**config.mk**
```make
export PLATFORM = sky130hd
export DESIGN_NAME = div_ctrl
export DESIGN_NICKNAME = d
export VERILOG_FILES = /design/src/rtl/div_ctrl.sv
export SDC_FILE = /design/constraint.sdc
export NUM_CORES = 1
export LEC_CHECK = 0
export CAP_MARGIN = 10
export CORE_ASPECT_RATIO = 0.7
export CORE_UTILIZATION = 45
export CTS_CLUSTER_SIZE = 10
export DETAILED_ROUTE_END_ITERATION = 12
export PLACE_DENSITY = 0.7
export SLEW_MARGIN = 10
export SYNTH_ARGS = -nofsm -noshare
export SYNTH_HDL_FRONTEND = slang
export SYNTH_SLANG_ARGS = --single-unit
```
**constraint.sdc**
```tcl
create_clock -name clk -period 4.69 [get_ports clk]
set_input_delay 0.469 -clock clk [delete_from_list [all_inputs] [get_ports clk]]
set_output_delay 0.469 -clock clk [all_outputs]
set_load 0.05 [all_outputs]
```
**src/rtl/div_ctrl.sv**
```systemverilog
// Multi-cycle RV32M divide controller: 32-step restoring division for DIV/DIVU/REM/REMU,
// with pipeline stall, flush cancellation and a registered write-back result.
module div_ctrl #(
  parameter int XLEN   = 32,
  parameter int REG_AW = 5
) (
  input  logic              clk,
  input  logic              rst_n,
  input  logic              start_i,
  input  logic [1:0]        op_i,
  input  logic [XLEN-1:0]   dividend_i,
  input  logic [XLEN-1:0]   divisor_i,
  input  logic [REG_AW-1:0] rd_i,
  input  logic              flush_i,
  output logic              stall_o,
  output logic              busy_o,
  output logic              valid_o,
  output logic [XLEN-1:0]   result_o,
  output logic              reg_wr_en_o,
  output logic [REG_AW-1:0] reg_wr_adder_o
);

  localparam logic [1:0] ST_IDLE = 2'd0;
  localparam logic [1:0] ST_CALC = 2'd1;
  localparam logic [1:0] ST_DONE = 2'd2;

  localparam logic [XLEN-1:0] MIN_NEG = {1'b1, {(XLEN-1){1'b0}}};

  logic [1:0]        r_state;
  logic [4:0]        r_count;
  logic [XLEN:0]     r_rem;
  logic [XLEN-1:0]   r_quo;
  logic [XLEN-1:0]   r_divisor;
  logic [1:0]        r_op;
  logic              r_dividendNeg;
  logic              r_divisorNeg;
  logic [REG_AW-1:0] r_rd;
  logic [XLEN-1:0]   r_result;
  logic [REG_AW-1:0] r_rdOut;

  logic              w_signed;
  logic              w_divZero;
  logic              w_overflow;
  logic [XLEN-1:0]   w_absDividend;
  logic [XLEN-1:0]   w_absDivisor;
  logic [XLEN-1:0]   w_special;
  logic [XLEN:0]     w_shift;
  logic [XLEN+1:0]   w_trial;
  logic              w_trialOk;
  logic [XLEN:0]     w_remNext;
  logic [XLEN-1:0]   w_quoNext;
  logic [XLEN-1:0]   w_quoFinal;
  logic [XLEN-1:0]   w_remFinal;

  // Request-side decode: magnitudes for the datapath and the short-circuit results.
  assign w_signed      = ~op_i[0];
  assign w_divZero     = (divisor_i == '0);
  assign w_overflow    = w_signed && (dividend_i == MIN_NEG) && (divisor_i == '1);
  assign w_absDividend = (w_signed && dividend_i[XLEN-1]) ? -dividend_i : dividend_i;
  assign w_absDivisor  = (w_signed && divisor_i[XLEN-1]) ? -divisor_i : divisor_i;
  assign w_special     = w_divZero ? (op_i[1] ? dividend_i : '1)
                                   : (op_i[1] ? '0 : MIN_NEG);

  // One restoring step; the extra top bit of the trial is its sign.
  assign w_shift    = {r_rem[XLEN-1:0], r_quo[XLEN-1]};
  assign w_trial    = {1'b0, w_shift} - {2'b00, r_divisor};
  assign w_trialOk  = ~w_trial[XLEN+1];
  assign w_remNext  = w_trialOk ? w_trial[XLEN:0] : w_shift;
  assign w_quoNext  = {r_quo[XLEN-2:0], w_trialOk};
  assign w_quoFinal = (~r_op[0] && (r_dividendNeg ^ r_divisorNeg)) ? -w_quoNext : w_quoNext;
  assign w_remFinal = (~r_op[0] && r_dividendNeg) ? -w_remNext[XLEN-1:0] : w_remNext[XLEN-1:0];

  always_ff @(posedge clk or negedge rst_n) begin
    if (!rst_n) begin
      r_state       <= ST_IDLE;
      r_count       <= '0;
      r_rem         <= '0;
      r_quo         <= '0;
      r_divisor     <= '0;
      r_op          <= '0;
      r_dividendNeg <= 1'b0;
      r_divisorNeg  <= 1'b0;
      r_rd          <= '0;
      r_result      <= '0;
      r_rdOut       <= '0;
    end else if (flush_i) begin
      r_state <= ST_IDLE;
    end else begin
      case (r_state)
        ST_IDLE: begin
          if (start_i) begin
            r_op          <= op_i;
            r_rd          <= rd_i;
            r_dividendNeg <= w_signed & dividend_i[XLEN-1];
            r_divisorNeg  <= w_signed & divisor_i[XLEN-1];
            if (w_divZero || w_overflow) begin
              r_result <= w_special;
              r_rdOut  <= rd_i;
              r_state  <= ST_DONE;
            end else begin
              r_quo     <= w_absDividend;
              r_divisor <= w_absDivisor;
              r_rem     <= '0;
              r_count   <= '0;
              r_state   <= ST_CALC;
            end
          end
        end
        ST_CALC: begin
          r_rem   <= w_remNext;
          r_quo   <= w_quoNext;
          r_count <= r_count + 5'd1;
          if (r_count == 5'd31) begin
            r_result <= r_op[1] ? w_remFinal : w_quoFinal;
            r_rdOut  <= r_rd;
            r_state  <= ST_DONE;
          end
        end
        ST_DONE: r_state <= ST_IDLE;
        default: r_state <= ST_IDLE;
      endcase
    end
  end

  assign busy_o         = (r_state != ST_IDLE);
  assign stall_o        = ((r_state == ST_IDLE) && start_i && !flush_i) || (r_state == ST_CALC);
  assign valid_o        = (r_state == ST_DONE) && !flush_i;
  assign reg_wr_en_o    = valid_o;
  assign result_o       = r_result;
  assign reg_wr_adder_o = r_rdOut;

endmodule
```
==> results.py, run 1 <==
metrics = {
    "synthesis": {
        "synth_nets": 1729,
        "synth_xor_area_share_pct": 8.54,
        "syn_inst": 1614,
        "synth_top_family_by_area": "compound AO/OA/AOI/OAI gates",
        "syn_area_mm2": 0.0123,
        "avgSynthCellArea_um2": 7.62,
        "synthAdderAreaFrac_pct": 4.13,
        "yosys.cell_types.count": 98,
        "synth_ff_type": "dfrtp_1",
        "ys_ff_latch": 149,
        "synth-compound-area-share_pct": 26.9,
        "synth.yosys.seq_area_share_pct": 30.3,
        "synth-edff-count": 0,
        "yosysWarningCount": 0,
        "synth_mux_area_share_pct": 2.14,
        "synthArstFlopShare_pct": 100,
        "synthSimpleGateAreaFrac_pct": 23.1,
    },
    "critical_path": {
        "critPathTopFamily": "compound AO/OA/AOI/OAI gates",
        "cp_num_cells": 18,
        "crit_type": "flop to flop",
        "ff2ff_path_depth": 18,
        "worstPathArrival_ns": 4.84,
        "r2r-start": "r_rem[29]$_DFFE_PN0P_",
        "worstPathMaxFanout": 16,
        "regToRegSetupSlack_ns": 0.20,
        "cp_slowest_cell": "or3_1",
        "path_cells": "ha_1 -> a21o_1 -> a221oi_2 -> nand2_1 -> or3_1 -> o21a_4 -> inv_4 -> buf_4 -> ha_1 -> inv_1 -> nor3_2 -> a21oi_1 -> nor2_1 -> a21oi_1 -> o21ai_0 -> nand3_1 -> o21ai_0 -> o21ai_1",
        "critPathRequiredTime_ns": 5.03,
        "cp_num_buf_inv": 3,
        "critical-path-max-stage-delay_ns": 0.41,
        "r2r-end": "result_o[26]$_DFFE_PN0P_",
        "startpoint": "r_rem[29]$_DFFE_PN0P_",
        "crit_path_end_kind": "flop",
        "cp-start-kind": "flop",
        "crit_end": "result_o[26]$_DFFE_PN0P_",
    },
    "finish": {
        "fin_util_pct": 54.6,
        "fill_cells": 2587,
        "synthToLayoutAreaGrowth_pct": 18.7,
        "multi_input_area_mm2": 0.00802,
        "layout_commonest_cell": "nand2_1",
        "n_antenna_cell": 0,
        "layout.nets": 1829,
        "final_cell_mix": "212 x nand2_1, 189 x o21ai_0, 162 x nor2_1, 149 x dfrtp_1, 137 x a21oi_1",
        "seqCellArea_mm2": 0.00373,
        "final_layout_size_suffix_gt1_share_pct": 7.30,
    },
    "floorplan": {
        "die_h_um": 140,
        "die_area_mm2": 0.0280,
        "ios": 116,
        "rows": 50,
        "core_mm2": 0.0268,
        "die_x_um": 200,
        "initial_core_util_pct": 46.0,
    },
    "route": {
        "drc": 0,
        "firstDrtPassIters": 5,
        "dr_total_vias": 12592,
        "via_per_inst": 6.02,
        "avgRoutedWirePerCell_um": 19.1,
        "wl_um": 40000,
        "drtAntennaViolNets": 0,
        "drtIter0Drc": 1283,
    },
    "cts": {
        "numCtsBuffers": 17,
        "cts.path.max_buffers": 2,
        "cts_tree": "yes",
        "post_cts_resized": 0,
        "clk_latency_ns": 0.46,
        "postCtsSetupBuffers": 0,
        "clk_pin_slew_ns": 0.07,
        "htree_levels": 4,
        "root_buffer": "clkbuf_16",
        "cts_hold_buf": 0,
        "cts_sinks": 149,
    },
    "worst_hold_path": {
        "hp-class": "primary input to async pin",
    },
    "sta": {
        "fin_skew_ns": 0.00979,
        "layout_min_cycle_time_ns": 4.49,
        "rsz0062_at_grt": "false",
        "setup_viol": 0,
        "hold_viol": 0,
        "drv_slew": 0,
        "worstMarginPinSlew_ns": 1.20,
        "relSlewSlack_pct": 20.1,
        "fin_crit_sh_pct": 95.8,
        "fin_setup_tns_ns": 0,
        "fmax_ghz": 0.223,
    },
    "placement": {
        "gp_congestion": 0.944,
        "dp_hpwl_um": 30100,
        "portBuffers": 115,
    },
    "global_routing": {
        "grt_pass1_vias": 11555,
        "grt_max_degree": 86,
        "antenna_found_initial": 0,
        "grt_overflow": 0,
        "grt_usage_pct": 29.3,
        "grt_pass1_wl_um": 63800,
    },
    "job": {
        "cap_violations": 0,
    },
    "pwr": {
        "powerDensity_mw_per_mm2": 309,
        "ir_drop_v": 0.000248,
        "p_leak_nw": 6.02,
    },
    "run_status": {
        "run_status": "completed",
    },
}
## how the worst min path moves through the flow
stage	cells past startpoint	startpoint	to	slack [ns]
after CTS	1	rst_n	r_divisor[7]$_DFFE_PN0P_	0.07
final	1	rst_n	r_divisor[2]$_DFFE_PN0P_	0.02
after global placement	2	r_rd[2]$_DFFE_PN0P_	r_rd[2]$_DFFE_PN0P_	0.46
after detailed placement	2	r_rd[2]$_DFFE_PN0P_	r_rd[2]$_DFFE_PN0P_	0.47
after global routing	1	rst_n	r_divisor[2]$_DFFE_PN0P_	0.09
after floorplan	0	rst_n	r_count[0]$_DFFE_PN0P_	0.17
## worst register-to-register path, cell delays in order, from the launching register on
cell and delay (ns):
dfrtp_1 0.40, ha_1 0.36, a21o_1 0.21, a221oi_2 0.30, nand2_1 0.16, or3_1 0.41, o21a_4 0.23, inv_4 0.16
buf_4 0.19, ha_1 0.23, inv_1 0.10, nor3_2 0.36, a21oi_1 0.17, nor2_1 0.29, a21oi_1 0.10, o21ai_0 0.38
nand3_1 0.15, o21ai_0 0.10, o21ai_1 0.09
## Yosys cell counts, types with 16 or more instances
cell type / number / area [µm²]
clkbuf_1: 62 / 233
and3_1: 16 / 100
mux2i_1: 20 / 200
o31ai_1: 19 / 143
or3_1: 17 / 106
dfrtp_1: 149 / 3730
nor4_1: 24 / 150
o211ai_1: 22 / 165
nor2_1: 163 / 612
a21oi_1: 139 / 696
nand2_1: 212 / 796
o21ai_0: 190 / 951
nor3_1: 51 / 255
ha_1: 39 / 488
xor2_1: 59 / 517
inv_1: 58 / 218
nand3_1: 26 / 130
xnor2_1: 61 / 534
a31oi_1: 28 / 175
## power breakdown
part,switching (mW),internal (mW)
logic,0.907,0.569
registers,0.139,1.42
clock network,0.593,0.891
total,1.64,2.88
## registers in the layout, indices dropped and copies added, names as in the netlist
register	flops
r_count	5
r_dividendNeg	1
r_divisor	32
r_divisorNeg	1
r_op	2
r_quo	32
r_rd	5
r_rem	32
r_state	2
reg_wr_adder_o	5
result_o	32
## logic make-up (layout without fill, tap and decap cells)
| group | count (synthesis) | count (layout) |
|---|---|---|
| XOR/XNOR | 120 | 120 |
| AO/OA/AOI/OAI | 531 | 531 |
| multiplexers | 25 | 25 |
| adder cells (fa/ha/maj) | 40 | 40 |
| AND/OR/NAND/NOR | 603 | 603 |
| flip-flops | 149 | 149 |
| buffers and inverters | 146 | 259 |
## stage by stage
stage                     total power, mW  setup slack, ns  hold slack, ns  instances  instance area [µm²]
after floorplan                      2.54           0.0237           0.173       1614                12300
after global placement               3.00            0.353           0.458       2059                14000
after detailed placement             3.01            0.268           0.465       2059                14000
after CTS                            4.49            0.230          0.0696       2091                14600
after global routing                 4.75           0.0321          0.0876       2091                14600
final                                4.52            0.196          0.0213       2091                14600
## per-layer routing
metal	vias to the layer above	wire (µm)	part of all wire [%]	track usage (%)
li1	6021	-	-	-
met3	53	2850	7.1	5.15
met1	6075	19500	49	44.6
met4	0	789	2.0	8.20
met2	443	16800	42	41.9
met5	-	0	0	0
## layout make-up
type,instances,share of cell area [%]
multi-input cells,1319,54.9
flip-flops and latches,149,25.5
repair buffers,166,10.7
clock buffers,24,3.37
well taps,364,3.12
inverters,61,1.58
clock inverters,8,0.831
Note: power is estimated with default switching activity, not from simulation.
==> run 2, diff against run 1 <==
ABC_AREA = 1   (was unset)
CORE_MARGIN = 5   (was unset)
PLACE_DENSITY = 0.69   (was 0.7)
==> results.py, run 2 <==
metrics = {
    "cts": {
        "postCtsSetupBuffers": 0,
        "cts.path.max_buffers": 2,
        "root_buffer": "clkbuf_16",
        "clk_latency_ns": 0.46,
        "cts_tree": "yes",
        "numCtsBuffers": 17,
        "clk_pin_slew_ns": 0.07,
        "cts_sinks": 149,
        "htree_levels": 4,
    },
    "critical_path": {
        "cp_slowest_cell": "nor3_1",
        "crit_type": "primary input to flop",
        "cp_num_buf_inv": 4,
        "critPathTopFamily": "simple AND/OR/NAND/NOR gates",
        "cp-start-kind": "primary input",
        "critPathRequiredTime_ns": 4.97,
        "crit_top_cell": "inv_1",
        "critical-path-max-stage-delay_ns": 0.81,
        "worstPathArrival_ns": 4.63,
        "worstPathMaxFanout": 27,
        "crit_path_end_kind": "flop",
        "path_cells": "clkdlybuf4s50_1 -> inv_1 -> ha_1 -> inv_1 -> nor3_2 -> nand3_1 -> nor3_2 -> nand4_1 -> nor3_1 -> nand4_1 -> nand2_1 -> nand2_1 -> nand3_1 -> nor2_2 -> inv_1 -> o21ai_0",
        "regToRegSetupSlack_ns": 0.49,
    },
    "synthesis": {
        "synth.most_common_cell": "nand2_1",
        "yosys.cell_types.count": 52,
        "synth_ff_type": "dfrtp_1",
        "avgSynthCellArea_um2": 6.21,
        "synth_common_cells": "627 x nand2_1, 283 x inv_1, 211 x o21ai_0",
        "synth_area_leader_cell": "dfrtp_1",
        "synthArstFlopShare_pct": 100,
        "synth.yosys.seq_area_share_pct": 28.5,
        "synth_top_cell_area_share_pct": 28.5,
        "synth-edff-count": 0,
        "syn_inst": 2102,
        "syn_area_mm2": 0.0131,
        "synth_nets": 2217,
        "ys_ff_latch": 149,
        "ys_top_cells_by_area": "dfrtp_1 29%, nand2_1 18%, inv_1 8.1%",
        "yosysWarningCount": 0,
    },
    "sta": {
        "layout_min_cycle_time_ns": 4.35,
        "drv_slew": 0,
        "setup_viol": 0,
        "hold_ws_ns": 0.0438,
        "fin_skew_ns": 0.0160,
        "fin_crit_sh_pct": 92.7,
        "worstMarginPinSlew_ns": 1.17,
        "hold_viol": 0,
        "fmax_ghz": 0.230,
        "setup_ws_ns": 0.344,
        "relSlewSlack_pct": 21.6,
        "fin_setup_tns_ns": 0,
        "rsz0062_at_grt": "false",
    },
    "floorplan": {
        "die_h_um": 153,
        "rows": 52,
        "ios": 116,
        "die_area_mm2": 0.0326,
        "core_mm2": 0.0288,
        "die_x_um": 214,
        "initial_core_util_pct": 45.4,
    },
    "global_routing": {
        "grt_usage_pct": 28.5,
        "grt_pass1_vias": 13374,
        "grt_pass1_wl_um": 73400,
        "antenna_found_initial": 1,
        "grt_max_degree": 78,
        "grt_overflow": 0,
    },
    "finish": {
        "layout_commonest_cell": "nand2_1",
        "fin_util_pct": 52.5,
        "synthToLayoutAreaGrowth_pct": 15.5,
        "layout.nets": 2294,
        "final_layout_size_suffix_gt1_share_pct": 6.61,
        "final_cell_mix": "625 x nand2_1, 283 x inv_1, 211 x o21ai_0, 176 x nor2_1, 151 x nand3_1",
    },
    "placement": {
        "dpl_worst_slack_ns": 0.0388,
        "portBuffers": 115,
        "gp_congestion": 0.981,
        "dp_hpwl_um": 36100,
    },
    "job": {
        "cap_violations": 0,
    },
    "route": {
        "drtIter0Drc": 1541,
        "wl_um": 46700,
        "firstDrtPassIters": 5,
        "drc": 0,
        "drtAntennaViolNets": 0,
        "dr_total_vias": 14258,
        "avgRoutedWirePerCell_um": 18.1,
        "via_per_inst": 5.55,
    },
    "run_status": {
        "run_status": "completed",
    },
    "worst_hold_path": {
        "hp-class": "primary input to async pin",
    },
}
run 2: cell types whose count changed after synthesis, sizes merged, moves of 18 or more:
cell | before | now
xor2 | 59 | 40
nor3 | 54 | 35
nor2 | 163 | 193
nand3 | 26 | 162
xnor2 | 61 | 10
a21oi | 141 | 98
mux2i | 21 | 0
inv | 59 | 297
o31ai | 22 | 4
nand2 | 213 | 653
o21ai | 198 | 235
run 2: stage by stage:
stage / instance area (µm²) / instances
6_report: 15100 / 2571
3_3_place_gp: 14500 / 2538
3_5_place_dp: 14500 / 2538
2_1_floorplan: 13100 / 2102
4_1_cts: 15100 / 2570
5_1_grt: 15100 / 2570
run 2: cell type report:
cell class / count / area [µm²]
fillers: 2931 / 13700
multi-input cells: 1578 / 7880
flip-flops and latches: 149 / 3730
repair buffers: 134 / 1310
inverters: 299 / 1120
well taps: 378 / 473
clock buffers: 19 / 443
clock inverters: 13 / 136
diodes: 1 / 2.50
run 2: kinds of logic (layout without fill, tap and decap cells):
family                   after synthesis  count (layout)  share of synthesized area (%)
AO/OA/AOI/OAI                        389             389                           16.3
XOR/XNOR                              50              50                           3.35
adder cells (fa/ha/maj)               40              40                           3.89
buffers and inverters                375             465                           11.3
flip-flops                           149             149                           28.5
multiplexers                           5               5                          0.431
other                                  0               1                              0
AND/OR/NAND/NOR                     1094            1094                           36.2
run 2: repair_timing:
action / in CTS / in global routing
endpoints found under the setup margin: 0 / 1
resized for setup: 0 / 1
hold buffers: 0 / 0
run 2: worst paths after layout:
| path | from | to | depth (start not counted) |
|---|---|---|---|
| min in group clk | result_o[30]$_DFFE_PN0P_ | result_o[30]$_DFFE_PN0P_ | 2 |
| worst max register to register | r_rem[2]$_DFFE_PN0P_ | result_o[26]$_DFFE_PN0P_ | 28 |
| max in group asynchronous | rst_n | r_rd[1]$_DFFE_PN0P_ | 2 |
| worst max-delay path | dividend_i[0] | r_divisor[25]$_DFFE_PN0P_ | 16 |
| worst min register to register | result_o[30]$_DFFE_PN0P_ | result_o[30]$_DFFE_PN0P_ | 2 |
| worst min-delay path | rst_n | r_divisor[23]$_DFFE_PN0P_ | 1 |
run 2: routing by layer:
metal	global-route usage, %	vias up	wire, µm
li1	-	6934	-
met1	43.7	6577	22000
met2	39.6	682	18600
met3	7.82	65	5170
met4	6.42	0	844
met5	0	-	0
Power of run 2 is left out: the tool's default activity adds up to more than one toggle a clock period on the data nets, which glitch-free logic cannot reach.
